<file path="src/rtl/color_pkg.sv">
// Shared state encoding, default timing constants and a width helper for the
// WS-style serial LED color serializer.
package color_pkg;

   typedef enum logic [1:0] {
      S_IDLE,
      S_LOAD,
      S_SEND,
      S_LATCH
   } state_t;

   localparam int DEF_N_LEDS = 64;
   localparam int DEF_T_BIT  = 125;
   localparam int DEF_T0H    = 40;
   localparam int DEF_T1H    = 80;
   localparam int DEF_T_RES  = 5000;
   localparam int PIX_BITS   = 24;

   // Width of a counter spanning 0..n-1, never narrower than one bit.
   function automatic int cw(input int n);
      return (n > 1) ? $clog2(n) : 1;
   endfunction

endpackage

</file>
<file path="src/rtl/ws_bit_timer.sv">
// Per-bit cycle counter and registered high-time compare for the serial data line.
// dout is computed from next-cycle values so it lines up exactly with SEND cycles.
module ws_bit_timer
   import color_pkg::*;
#(
   parameter int T_BIT = DEF_T_BIT,
   parameter int T0H   = DEF_T0H,
   parameter int T1H   = DEF_T1H
) (
   input  logic clk,
   input  logic reset_n,
   input  logic clr,
   input  logic run,
   input  logic nxt_send,
   input  logic nxt_bit,
   output logic bit_end,
   output logic dout
);

   localparam int CW = cw(T_BIT);
   localparam logic [CW-1:0] LAST = CW'(T_BIT - 1);
   localparam logic [CW-1:0] HI0  = CW'(T0H);
   localparam logic [CW-1:0] HI1  = CW'(T1H);

   logic [CW-1:0] cnt, cnt_nxt;

   assign bit_end = run && (cnt == LAST);

   always_comb begin
      cnt_nxt = cnt;
      if (clr || bit_end)
         cnt_nxt = '0;
      else if (run)
         cnt_nxt = cnt + 1'b1;
   end

   always_ff @(posedge clk or negedge reset_n) begin
      if (!reset_n) begin
         cnt  <= '0;
         dout <= 1'b0;
      end else begin
         cnt  <= cnt_nxt;
         dout <= nxt_send && (cnt_nxt < (nxt_bit ? HI1 : HI0));
      end
   end

endmodule

</file>
<file path="src/rtl/color_serializer.sv">
// Frame sequencer: pulls one color per pixel from the generator, shifts it out
// MSB first through the bit timer, then holds the line low for the latch period.
module color_serializer
   import color_pkg::*;
#(
   parameter int N_LEDS = DEF_N_LEDS,
   parameter int T_BIT  = DEF_T_BIT,
   parameter int T0H    = DEF_T0H,
   parameter int T1H    = DEF_T1H,
   parameter int T_RES  = DEF_T_RES
) (
   input  logic        clk,
   input  logic        reset_n,
   input  logic        start,
   input  logic [23:0] color_in,
   output logic        color_step,
   output logic        dout,
   output logic        busy,
   output logic        frame_done
);

   localparam int PW = cw(N_LEDS);
   localparam int BW = cw(PIX_BITS);
   localparam int LW = cw(T_RES);
   localparam logic [PW-1:0] PIX_LAST = PW'(N_LEDS - 1);
   localparam logic [BW-1:0] BIT_LAST = BW'(PIX_BITS - 1);
   localparam logic [LW-1:0] RES_LAST = LW'(T_RES - 1);

   generate
      if (!(T0H < T1H && T1H < T_BIT && N_LEDS >= 1 && T_RES >= 1)) begin : g_bad_timing
         $error("color_serializer: timing parameters require T0H < T1H < T_BIT, N_LEDS >= 1, T_RES >= 1");
      end
   endgenerate

   state_t          state, state_nxt;
   logic [23:0]     sh, sh_nxt;
   logic [BW-1:0]   bit_cnt, bit_cnt_nxt;
   logic [PW-1:0]   pix_cnt, pix_cnt_nxt;
   logic [LW-1:0]   lat_cnt, lat_cnt_nxt;
   logic            bit_end;

   always_comb begin
      state_nxt   = state;
      sh_nxt      = sh;
      bit_cnt_nxt = bit_cnt;
      pix_cnt_nxt = pix_cnt;
      lat_cnt_nxt = lat_cnt;
      color_step  = 1'b0;
      frame_done  = 1'b0;
      unique case (state)
         S_IDLE: begin
            pix_cnt_nxt = '0;
            if (start)
               state_nxt = S_LOAD;
         end
         S_LOAD: begin
            color_step  = 1'b1;
            sh_nxt      = color_in;
            bit_cnt_nxt = '0;
            state_nxt   = S_SEND;
         end
         S_SEND: begin
            if (bit_end) begin
               sh_nxt = {sh[22:0], 1'b0};
               if (bit_cnt != BIT_LAST) begin
                  bit_cnt_nxt = bit_cnt + 1'b1;
               end else if (pix_cnt != PIX_LAST) begin
                  pix_cnt_nxt = pix_cnt + 1'b1;
                  state_nxt   = S_LOAD;
               end else begin
                  lat_cnt_nxt = '0;
                  state_nxt   = S_LATCH;
               end
            end
         end
         S_LATCH: begin
            // frame_done lands in the last latch cycle, which is also the exit cycle
            if (lat_cnt == RES_LAST) begin
               frame_done = 1'b1;
               state_nxt  = S_IDLE;
            end else begin
               lat_cnt_nxt = lat_cnt + 1'b1;
            end
         end
         default: state_nxt = S_IDLE;
      endcase
   end

   assign busy = (state != S_IDLE);

   always_ff @(posedge clk or negedge reset_n) begin
      if (!reset_n) begin
         state   <= S_IDLE;
         sh      <= '0;
         bit_cnt <= '0;
         pix_cnt <= '0;
         lat_cnt <= '0;
      end else begin
         state   <= state_nxt;
         sh      <= sh_nxt;
         bit_cnt <= bit_cnt_nxt;
         pix_cnt <= pix_cnt_nxt;
         lat_cnt <= lat_cnt_nxt;
      end
   end

   ws_bit_timer #(
      .T_BIT (T_BIT),
      .T0H   (T0H),
      .T1H   (T1H)
   ) u_timer (
      .clk      (clk),
      .reset_n  (reset_n),
      .clr      (state == S_LOAD),
      .run      (state == S_SEND),
      .nxt_send (state_nxt == S_SEND),
      .nxt_bit  (sh_nxt[23]),
      .bit_end  (bit_end),
      .dout     (dout)
   );

endmodule

</file>
<file path="config.mk">
export PLATFORM = sky130hd
export DESIGN_NAME = color_serializer
export DESIGN_NICKNAME = d
export VERILOG_FILES = /design/src/rtl/color_pkg.sv /design/src/rtl/ws_bit_timer.sv /design/src/rtl/color_serializer.sv
export SDC_FILE = /design/constraint.sdc
export NUM_CORES = 1
export LEC_CHECK = 0
export CORE_MARGIN = 2
export CORE_UTILIZATION = 45
export CTS_CLUSTER_SIZE = 40
export DETAILED_ROUTE_END_ITERATION = 8
export PLACE_DENSITY = 0.65
export SLEW_MARGIN = 20
export SYNTH_ARGS = -nofsm -noshare
export SYNTH_HDL_FRONTEND = slang
export SYNTH_SLANG_ARGS = --single-unit
</file>
<file path="constraint.sdc">
create_clock -name clk -period 4.75 [get_ports clk]
set_input_delay 0.95 -clock clk [delete_from_list [all_inputs] [get_ports clk]]
set_output_delay 0.95 -clock clk [all_outputs]
set_load 0.005 [all_outputs]
</file>
==> results_dict.tcl <==
set metrics [dict create \
    wl_per_cell_um 14.8 \
    power_density_mw_per_mm2 288 \
    drtIter0Drc 218 \
    syn_avg_cell_area_um2 9.84 \
    final.min_clock_period_ns 3.23 \
    post_cts_buffers 0 \
    synthDistinctLibCells 51 \
    drt_wl_total_mm 6.39 \
    portBuffers 30 \
    finalInstanceArea_mm2 0.00368 \
    gp_congestion 0.815 \
    fmax_ghz 0.309 \
    period_share_pct 68.1 \
    dieWidth_um 87.4 \
    drc 0 \
    setup.worst_path.start_class "register" \
    grtUsageTotal_pct 18.7 \
    peakVddDrop_v 0.000174 \
    power.total_uw 1060 \
    dr_total_vias 2499 \
    clkSinkCount 58 \
    cts_buffers 9 \
    synth.net_count 357 \
    hold_buffers 0 \
    final_antenna_net_count 0 \
    syn_to_final_growth_pct 17.8 \
    grt_pass1_vias 2423 \
    synth_area_mm2 0.00313 \
    cts-root-buf "clkbuf_8" \
    multi_input_area_mm2 0.00145 \
    place_area_mm2 0.00345 \
    criticalPathCategory "reg -> out" \
    grt_setup_unrepaired "no" \
    power_leakage_uw 0.00180 \
    n_fill_cell 615 \
    hold_class "reg -> reg" \
    fin_skew_ns 0.00677 \
    setup_viol 0 \
    ys_seq_area_share_pct 46.4 \
    cts_resized 0 \
    antenna_found_initial 0 \
    coreArea_mm2 0.00676 \
    maxSlewViolCount 0 \
    overflow 0 \
    worstMarginPinSlew_ns 0.762 \
    h-tree-depth 3 \
    final_nets 386 \
    worst_ep_arrival_time_ns 2.28 \
    placementRows 30 \
    grt_max_degree 36 \
    ys.flop_type "dfrtp_1" \
    ys_top_cells_by_area "dfrtp_1 46%, a222oi_1 7.0%, ha_1 4.8%" \
    worstSetupEndpointType "output pin" \
    seqCellArea_mm2 0.00145 \
    hpwl_mm 4.43 \
    die_area_mm2 0.00763 \
    synth_area_leader_cell "dfrtp_1" \
    critPathMaxFanout 9 \
    async_flop_share_pct 100 \
    cts_tree "done" \
    hold_viol 0 \
    clock_latency_ns 0.34 \
    yosys_warnings 0 \
    synth_top_area_share_pct 46.4 \
    outcome "finished, final reports clean" \
    synth_edf_count 0 \
    required_ns 3.80 \
    antennaDiodeCount 0 \
    top_level_ports 31 \
    max_slew_margin_pct 48.8 \
    cts_buffer_depth 2 \
    synth_seq_cells 58 \
    die_h_um 87.4 \
    drive_gt1_share_pct 8.52 \
    setup_tns_ns 0 \
    post-route-util_pct 54.5 \
    dr.pass1.iters 8 \
    start_util_pct 46.3 \
    maxCapViolCount 0 \
    grt_pass1_wl_mm 11.2 \
    viasPerCell 5.78 \
    clk_pin_slew_ns 0.07 \
    synthCells 318 \
]
## final timing paths
check / startpoint / end / slack (ns) / cells after the start
min in group asynchronous: reset_n / bit_cnt[3] / 0.59 / 1
worst min register to register: sh[15] / sh[15] / 0.49 / 2
worst max-delay path: lat_cnt[3] / frame_done / 1.52 / 4
max in group asynchronous: reset_n / sh[0] / 3.32 / 2
worst max register to register: state[0] / sh[4] / 1.91 / 7
worst min-delay path: sh[15] / sh[15] / 0.49 / 2
## stage by stage
step	worst slack (ns)	cells	hold slack (ns)
finish	1.52	432	0.493
global route	1.31	432	0.521
CTS	1.52	432	0.496
detailed placement	1.90	416	0.480
global placement	1.92	416	0.477
floorplan	2.41	318	0.458
## cells in the final DEF, fill, tap and decap left out, types with 2 or more instances in the layout
cell type / netlist / routed
dfrtp_1: 58 / 58
inv_1: 34 / 34
clkdlybuf4s50_1: 0 / 29
nor2_1: 23 / 23
a222oi_1: 22 / 22
nand2_1: 21 / 21
a21oi_1: 15 / 15
nand3_1: 13 / 13
ha_1: 12 / 12
clkbuf_8: 2 / 12
nor3_1: 10 / 10
nand4_1: 10 / 10
xor2_1: 10 / 10
o21ai_0: 9 / 9
or3_1: 7 / 7
or4_1: 5 / 5
or2_2: 4 / 4
mux2i_1: 4 / 4
and2_1: 4 / 4
and3_1: 4 / 4
nor4_1: 3 / 3
nand3b_1: 3 / 3
o31ai_1: 3 / 3
buf_4: 0 / 3
xnor2_1: 2 / 2
a31oi_1: 2 / 2
o221ai_1: 2 / 2
nand2b_1: 2 / 2
bufinv_16: 0 / 2
## metal layers
metal | GRT usage (%) | routed length [um] | up-vias
li1 | - | - | 1228
met1 | 25.0 | 3050 | 1218
met2 | 28.5 | 2930 | 45
met3 | 4.74 | 289 | 8
met4 | 8.81 | 115 | 0
met5 | 0 | 0 | -
## registers in the layout (all words and copies together) (netlist names)
signal        flops
u_timer.cnt       7
lat_cnt          13
u_timer.dout      1
state             2
pix_cnt           6
sh               24
bit_cnt           5
## report_power, final
group / total, uW / internal [uW] / switching, uW / leakage [uW]
logic: 31.6 / 18.7 / 12.9 / 0.000903
clock network: 537 / 337 / 200 / 0.000119
registers: 494 / 494 / 0 / 0.000781
## critical path: stages, from the launching register on
cell and delay (ns):
dfrtp_1 0.45, or4_1 0.57, nor4_1 0.25, and2_1 0.18, clkdlybuf4s50_1 0.49
## final cells by class
type | instances | share of cell area (%)
Clock buffer | 12 | 4.48
Clock inverter | 4 | 1.97
Inverter | 34 | 3.46
Multi-Input combinational cell | 211 | 39.4
Sequential cell | 58 | 39.4
Tap cell | 80 | 2.72
Timing Repair Buffer | 33 | 8.62
## synthesized netlist by cell type, types with 5 or more instances
cell      count
dfrtp_1      58
inv_1        34
nor2_1       23
a222oi_1     22
nand2_1      21
a21oi_1      15
nand3_1      13
ha_1         12
nand4_1      10
nor3_1       10
xor2_1       10
clkbuf_1      9
o21ai_0       9
or3_1         7
or4_1         5
## logic make-up after synthesis
logic type,Yosys count,share of synthesized area [%]
adders and majority gates,12,4.80
AOI/OAI and AO/OA,66,16.2
xor gates and xnor gates,12,3.36
buffers and inverters,49,7.24
and+or+nand+nor,116,20.3
DFF,58,46.4
muxes,5,1.64
No activity file was read; power rests on OpenSTA's default activity.
